[config.mk]
export PLATFORM = sky130hd
export DESIGN_NAME = serial_word_receiver
export DESIGN_NICKNAME = d
export VERILOG_FILES = /design/src/rtl/serial_rx_pkg.sv /design/src/rtl/rx_hold_reg.sv /design/src/rtl/serial_word_receiver.sv
export SDC_FILE = /design/constraint.sdc
export NUM_CORES = 1
export LEC_CHECK = 0
export ABC_AREA = 1
export BUFFER_PORTS_ARGS = -buffer_cell sky130_fd_sc_hd__buf_2
export CAP_MARGIN = 10
export CORE_AREA = 4 4 41 43
export CTS_BUF_LIST = sky130_fd_sc_hd__clkbuf_4
export CTS_CLUSTER_SIZE = 28
export DETAILED_ROUTE_END_ITERATION = 6
export DIE_AREA = 0 0 45 47
export PLACE_DENSITY = 0.62
export RECOVER_POWER = 50
export SLEW_MARGIN = 10
export SYNTH_ARGS = -nofsm -noshare
export SYNTH_HDL_FRONTEND = slang
export SYNTH_SLANG_ARGS = --single-unit
[constraint.sdc]
create_clock -name clk -period 1.1 [get_ports clk]
set_input_delay 0.055 -clock clk [delete_from_list [all_inputs] [get_ports clk]]
set_output_delay 0.055 -clock clk [all_outputs]
set_load 0.03 [all_outputs]
[src/rtl/serial_rx_pkg.sv]
// Shared definitions for the serial word receiver: FSM encoding, default width, parity helper.
package serial_rx_pkg;

    typedef enum logic {
        ST_COLLECT = 1'b0,
        ST_PARITY  = 1'b1
    } rx_state_t;

    localparam int RX_WIDTH_DEF = 4;

    // Even-parity bit over a zero-extended word (1 when the word has an odd number of ones).
    function automatic logic par_even(input logic [31:0] word);
        return ^word;
    endfunction

endpackage

[src/rtl/rx_hold_reg.sv]
// One-entry valid/ready hold buffer; a load is taken when empty or popped on the same edge.
module rx_hold_reg #(
    parameter int DW = 5
) (
    input  logic          clk,
    input  logic          rst,
    input  logic          i_load,
    input  logic [DW-1:0] i_data,
    input  logic          i_ready,
    output logic [DW-1:0] o_data,
    output logic          o_valid,
    output logic          o_full,
    output logic          o_pop
);

    logic [DW-1:0] r_data;
    logic          r_valid;
    logic          w_pop;

    assign w_pop = r_valid & i_ready;

    always_ff @(posedge clk or posedge rst) begin
        if (rst) begin
            r_data  <= '0;
            r_valid <= 1'b0;
        end else if (i_load && (!r_valid || w_pop)) begin
            r_data  <= i_data;
            r_valid <= 1'b1;
        end else if (w_pop) begin
            r_valid <= 1'b0;
        end
    end

    assign o_data  = r_data;
    assign o_valid = r_valid;
    assign o_full  = r_valid;
    assign o_pop   = w_pop;

endmodule

[src/rtl/serial_word_receiver.sv]
// Reassembles MSB-first serial frames into WIDTH-bit words behind a one-entry hold buffer.
// Optional even-parity bit per frame is enabled by defining RX_PARITY_EN.
module serial_word_receiver
    import serial_rx_pkg::*;
#(
    parameter int WIDTH = RX_WIDTH_DEF
) (
    input  logic             clk,
    input  logic             rst,
    input  logic             shift,
    input  logic             si,
    input  logic             clr,
    output logic [WIDTH-1:0] out_data,
    output logic             out_valid,
    input  logic             out_ready,
    output logic             parity_err,
    output logic             overrun,
    output logic             busy
);

    localparam int CNT_W = $clog2(WIDTH + 2);
    localparam logic [CNT_W-1:0] LAST_DATA = CNT_W'(WIDTH - 1);

    rx_state_t        r_state;
    logic [WIDTH-1:0] r_shift_reg;
    logic [CNT_W-1:0] r_bit_cnt;
    logic             r_overrun;

    logic [WIDTH-1:0] w_next_word;
    logic             w_load;
    logic [WIDTH-1:0] w_load_data;
    logic             w_load_perr;
    logic [WIDTH:0]   w_hold_data;
    logic             w_full;
    logic             w_pop;

    assign w_next_word = {r_shift_reg[WIDTH-2:0], si};

`ifdef RX_PARITY_EN
    // The parity bit is not shifted in; the data word is already complete in r_shift_reg.
    assign w_load      = shift & ~clr & (r_state == ST_PARITY);
    assign w_load_data = r_shift_reg;
    assign w_load_perr = par_even(32'(r_shift_reg)) ^ si;
`else
    assign w_load      = shift & ~clr & (r_state == ST_COLLECT) & (r_bit_cnt == LAST_DATA);
    assign w_load_data = w_next_word;
    assign w_load_perr = 1'b0;
`endif

    always_ff @(posedge clk or posedge rst) begin
        if (rst) begin
            r_state     <= ST_COLLECT;
            r_shift_reg <= '0;
            r_bit_cnt   <= '0;
        end else if (clr) begin
            r_state     <= ST_COLLECT;
            r_shift_reg <= '0;
            r_bit_cnt   <= '0;
        end else if (shift) begin
            case (r_state)
                ST_COLLECT: begin
                    r_shift_reg <= w_next_word;
                    if (r_bit_cnt == LAST_DATA) begin
`ifdef RX_PARITY_EN
                        r_bit_cnt <= r_bit_cnt + 1'b1;
                        r_state   <= ST_PARITY;
`else
                        r_bit_cnt <= '0;
`endif
                    end else begin
                        r_bit_cnt <= r_bit_cnt + 1'b1;
                    end
                end
                default: begin
                    r_bit_cnt <= '0;
                    r_state   <= ST_COLLECT;
                end
            endcase
        end
    end

    always_ff @(posedge clk or posedge rst) begin
        if (rst) begin
            r_overrun <= 1'b0;
        end else if (w_load && w_full && !w_pop) begin
            r_overrun <= 1'b1;
        end
    end

    rx_hold_reg #(
        .DW(WIDTH + 1)
    ) u_hold (
        .clk    (clk),
        .rst    (rst),
        .i_load (w_load),
        .i_data ({w_load_perr, w_load_data}),
        .i_ready(out_ready),
        .o_data (w_hold_data),
        .o_valid(out_valid),
        .o_full (w_full),
        .o_pop  (w_pop)
    );

    assign out_data   = w_hold_data[WIDTH-1:0];
    assign parity_err = w_hold_data[WIDTH];
    assign overrun    = r_overrun;
    assign busy       = (r_bit_cnt != '0);

endmodule
==> out/results.ini <==
[run_status]
status = complete, but fails checks
violations = negative setup slack

[sta]
rsz0062_at_grt = true
fmax_mhz = 894
clock_skew_ns = 0.0104
hold_ws_ns = 0.0150
slew_violations = 0
post-route-period-util_pct = 102
setup_violations = 1
hold_viol_final = 0
fin_ws_ns = -0.0186
final.min_clock_period_ns = 1.12

[critical_path]
worstSetupEndpointType = output pin
startpoint_type = flop
crit_type = reg -> out
path_max_fanout = 2
worst-r2r-setup-slack_ns = 0.04
cp_data_arrival_time_ns = 1.06
cp.required_ns = 1.04

[layout]
multi_input_area_um2 = 233
utilization_pct = 54.6
fillCellCount = 138
regArea_um2 = 300
largest_reg_flops = 4
diodes = 0
nNetsFinal = 88
syn2layout_area_growth_pct = 29.4
layout-drive-gt1-share_pct = 34.2

[floorplan]
ioPinCount = 14
die_x_um = 45
initial_utilization_pct = 42.2
core_um2 = 1300
dieArea_um2 = 2120
num_rows = 13
die_h_um = 47

[logic_synthesis]
async_flop_share_pct = 100
syn_avg_cell_area_um2 = 9.00
synth-edff-count = 0
synth_top_area_share_pct = 54.7
synth.top_cells.by_count = 16 x nand2_1, 12 x dfrtp_1, 11 x inv_1
yosys.area.top_type = dfrtp_1
synthCells = 61
ys.flop_type = dfrtp_1
synth.most_common_cell = nand2_1
syn_nets = 69
ys_ff_latch = 12
synthTopCellsByArea = dfrtp_1 55%, nand2_1 11%, inv_1 7.5%
ys_warn_count = 0
synth_cell_types = 14
synth_area_um2 = 549
synth.yosys.seq_area_share_pct = 54.7

[power_and_ir_drop]
power_density_nw_per_um2 = 1290
power.leakage_nw = 0.374
finalPower_w = 0.000915
irDropWorstVdd_mv = 0.752

[hold_path]
hp-class = in -> reg

[routing]
finalWirelength_um = 1070
route.detailed.wl_per_inst_um = 11.4
dr.pass1.iters = 3
post_drt_via_cell_ratio = 4.64
ant_nets = 0
drc_errors = 0
initialDrtViolationCount = 3
dr_total_vias = 436

[flow_run]
drv_cap = 0

[clock_tree]
cts_buffer_depth = 2
clock-sinks = 12
h-tree-depth = 1
clk_pin_slew_ns = 0.08
cts_tree = done
clk_root_buffer_cell = clkbuf_4
cts_buffers = 3
clkLatencyLatePin_ns = 0.28

[global_routing]
overflow = 0
grt_pass1_wl_um = 1740
grt_pass1_vias = 397
antenna_found_initial = 0
grtUsageTotal_pct = 11.7
grt_max_degree = 13

[place]
port-buffer-count = 12
hpwlAfterDp_um = 786
place_congestion = 0.798

-- cells in the final DEF (no fill, tap or decap) --
cell type,n
nor2_1,1
nand3_1,6
a211oi_1,1
o21bai_1,1
nand2_2,1
nand2_1,15
ha_4,1
nor2_4,3
buf_2,11
clkinv_1,1
buf_4,2
nand3_4,1
o22ai_1,1
clkbuf_4,3
inv_2,3
inv_1,8
ha_2,1
conb_1,1
dlygate4sd3_1,1
o21ai_0,4
buf_6,1
dfrtp_1,12
-- layer usage --
layer	track usage (%)	wire length [µm]
met3	5.75	82
met2	17.8	509
met5	0	0
met4	5.26	10
met1	14.1	468
-- metrics by stage --
step,cells,setup TNS [ns],area [µm²],setup slack [ns]
final,94,-0.0186,711,-0.0186
after global routing,94,-0.295,711,-0.0579
after CTS,94,-0.0178,678,-0.0139
after detailed placement,88,0,628,0.0157
after global placement,88,0,628,0.0386
after floorplan,61,0,549,0.0751
-- logic make-up (layout without fill, tap and decap cells) --
kind of cell	after synthesis	count (layout)	share of synthesized area, %
and+or+nand+nor	27	27	23.7
DFF	12	12	54.7
buffers and inverters	12	30	8.88
AOI/OAI and AO/OA	7	7	7.52
adders and majority gates	2	2	4.56
other	1	1	0.683
-- layout make-up --
class	count	area share [%]
Timing Repair Buffer	15	12.9
Tap cell	15	2.64
Inverter	11	5.81
Sequential cell	12	42.3
Multi-Input combinational cell	37	32.7
Clock buffer	3	3.17
Clock inverter	1	0.528
-- critical path, cell delays in order, from the launching register on --
cell and delay [ns]:
dfrtp_1 0.40, inv_2 0.09, ha_4 0.13, nand2_2 0.04
buf_6 0.13
-- report_power, final --
| group | switching [W] | internal, W | leakage [nW] |
|---|---|---|---|
| Clock | 0.000144 | 0.000131 | 0.0154 |
| Combinational | 0.000105 | 0.0000578 | 0.194 |
| Sequential | 0.0000137 | 0.000464 | 0.164 |
| Total | 0.000263 | 0.000653 | 0.374 |
-- worst paths after layout --
| check | start | to | cells past startpoint |
|---|---|---|---|
| setup / recovery | r_bit_cnt[0] | busy | 4 |
| hold / removal | shift | r_bit_cnt[2] | 2 |
| setup reg to reg | r_bit_cnt[0] | u_hold.o_data[1] | 6 |
| hold reg to reg | u_hold.o_data[3] | u_hold.o_data[3] | 2 |
| max in group asynchronous | rst | r_shift_reg[2] | 3 |
| min in group asynchronous | rst | u_hold.o_full | 3 |
-- timing repair --
action                     in CTS  in global routing
setup endpoints to repair       1                  7
pin swaps                       1                  5
resized for setup               3                  9
buffers inserted                1                  0
hold buffers                    1                  0
hold endpoints to repair       12                  0
Note: power is estimated with default switching activity, not from simulation.
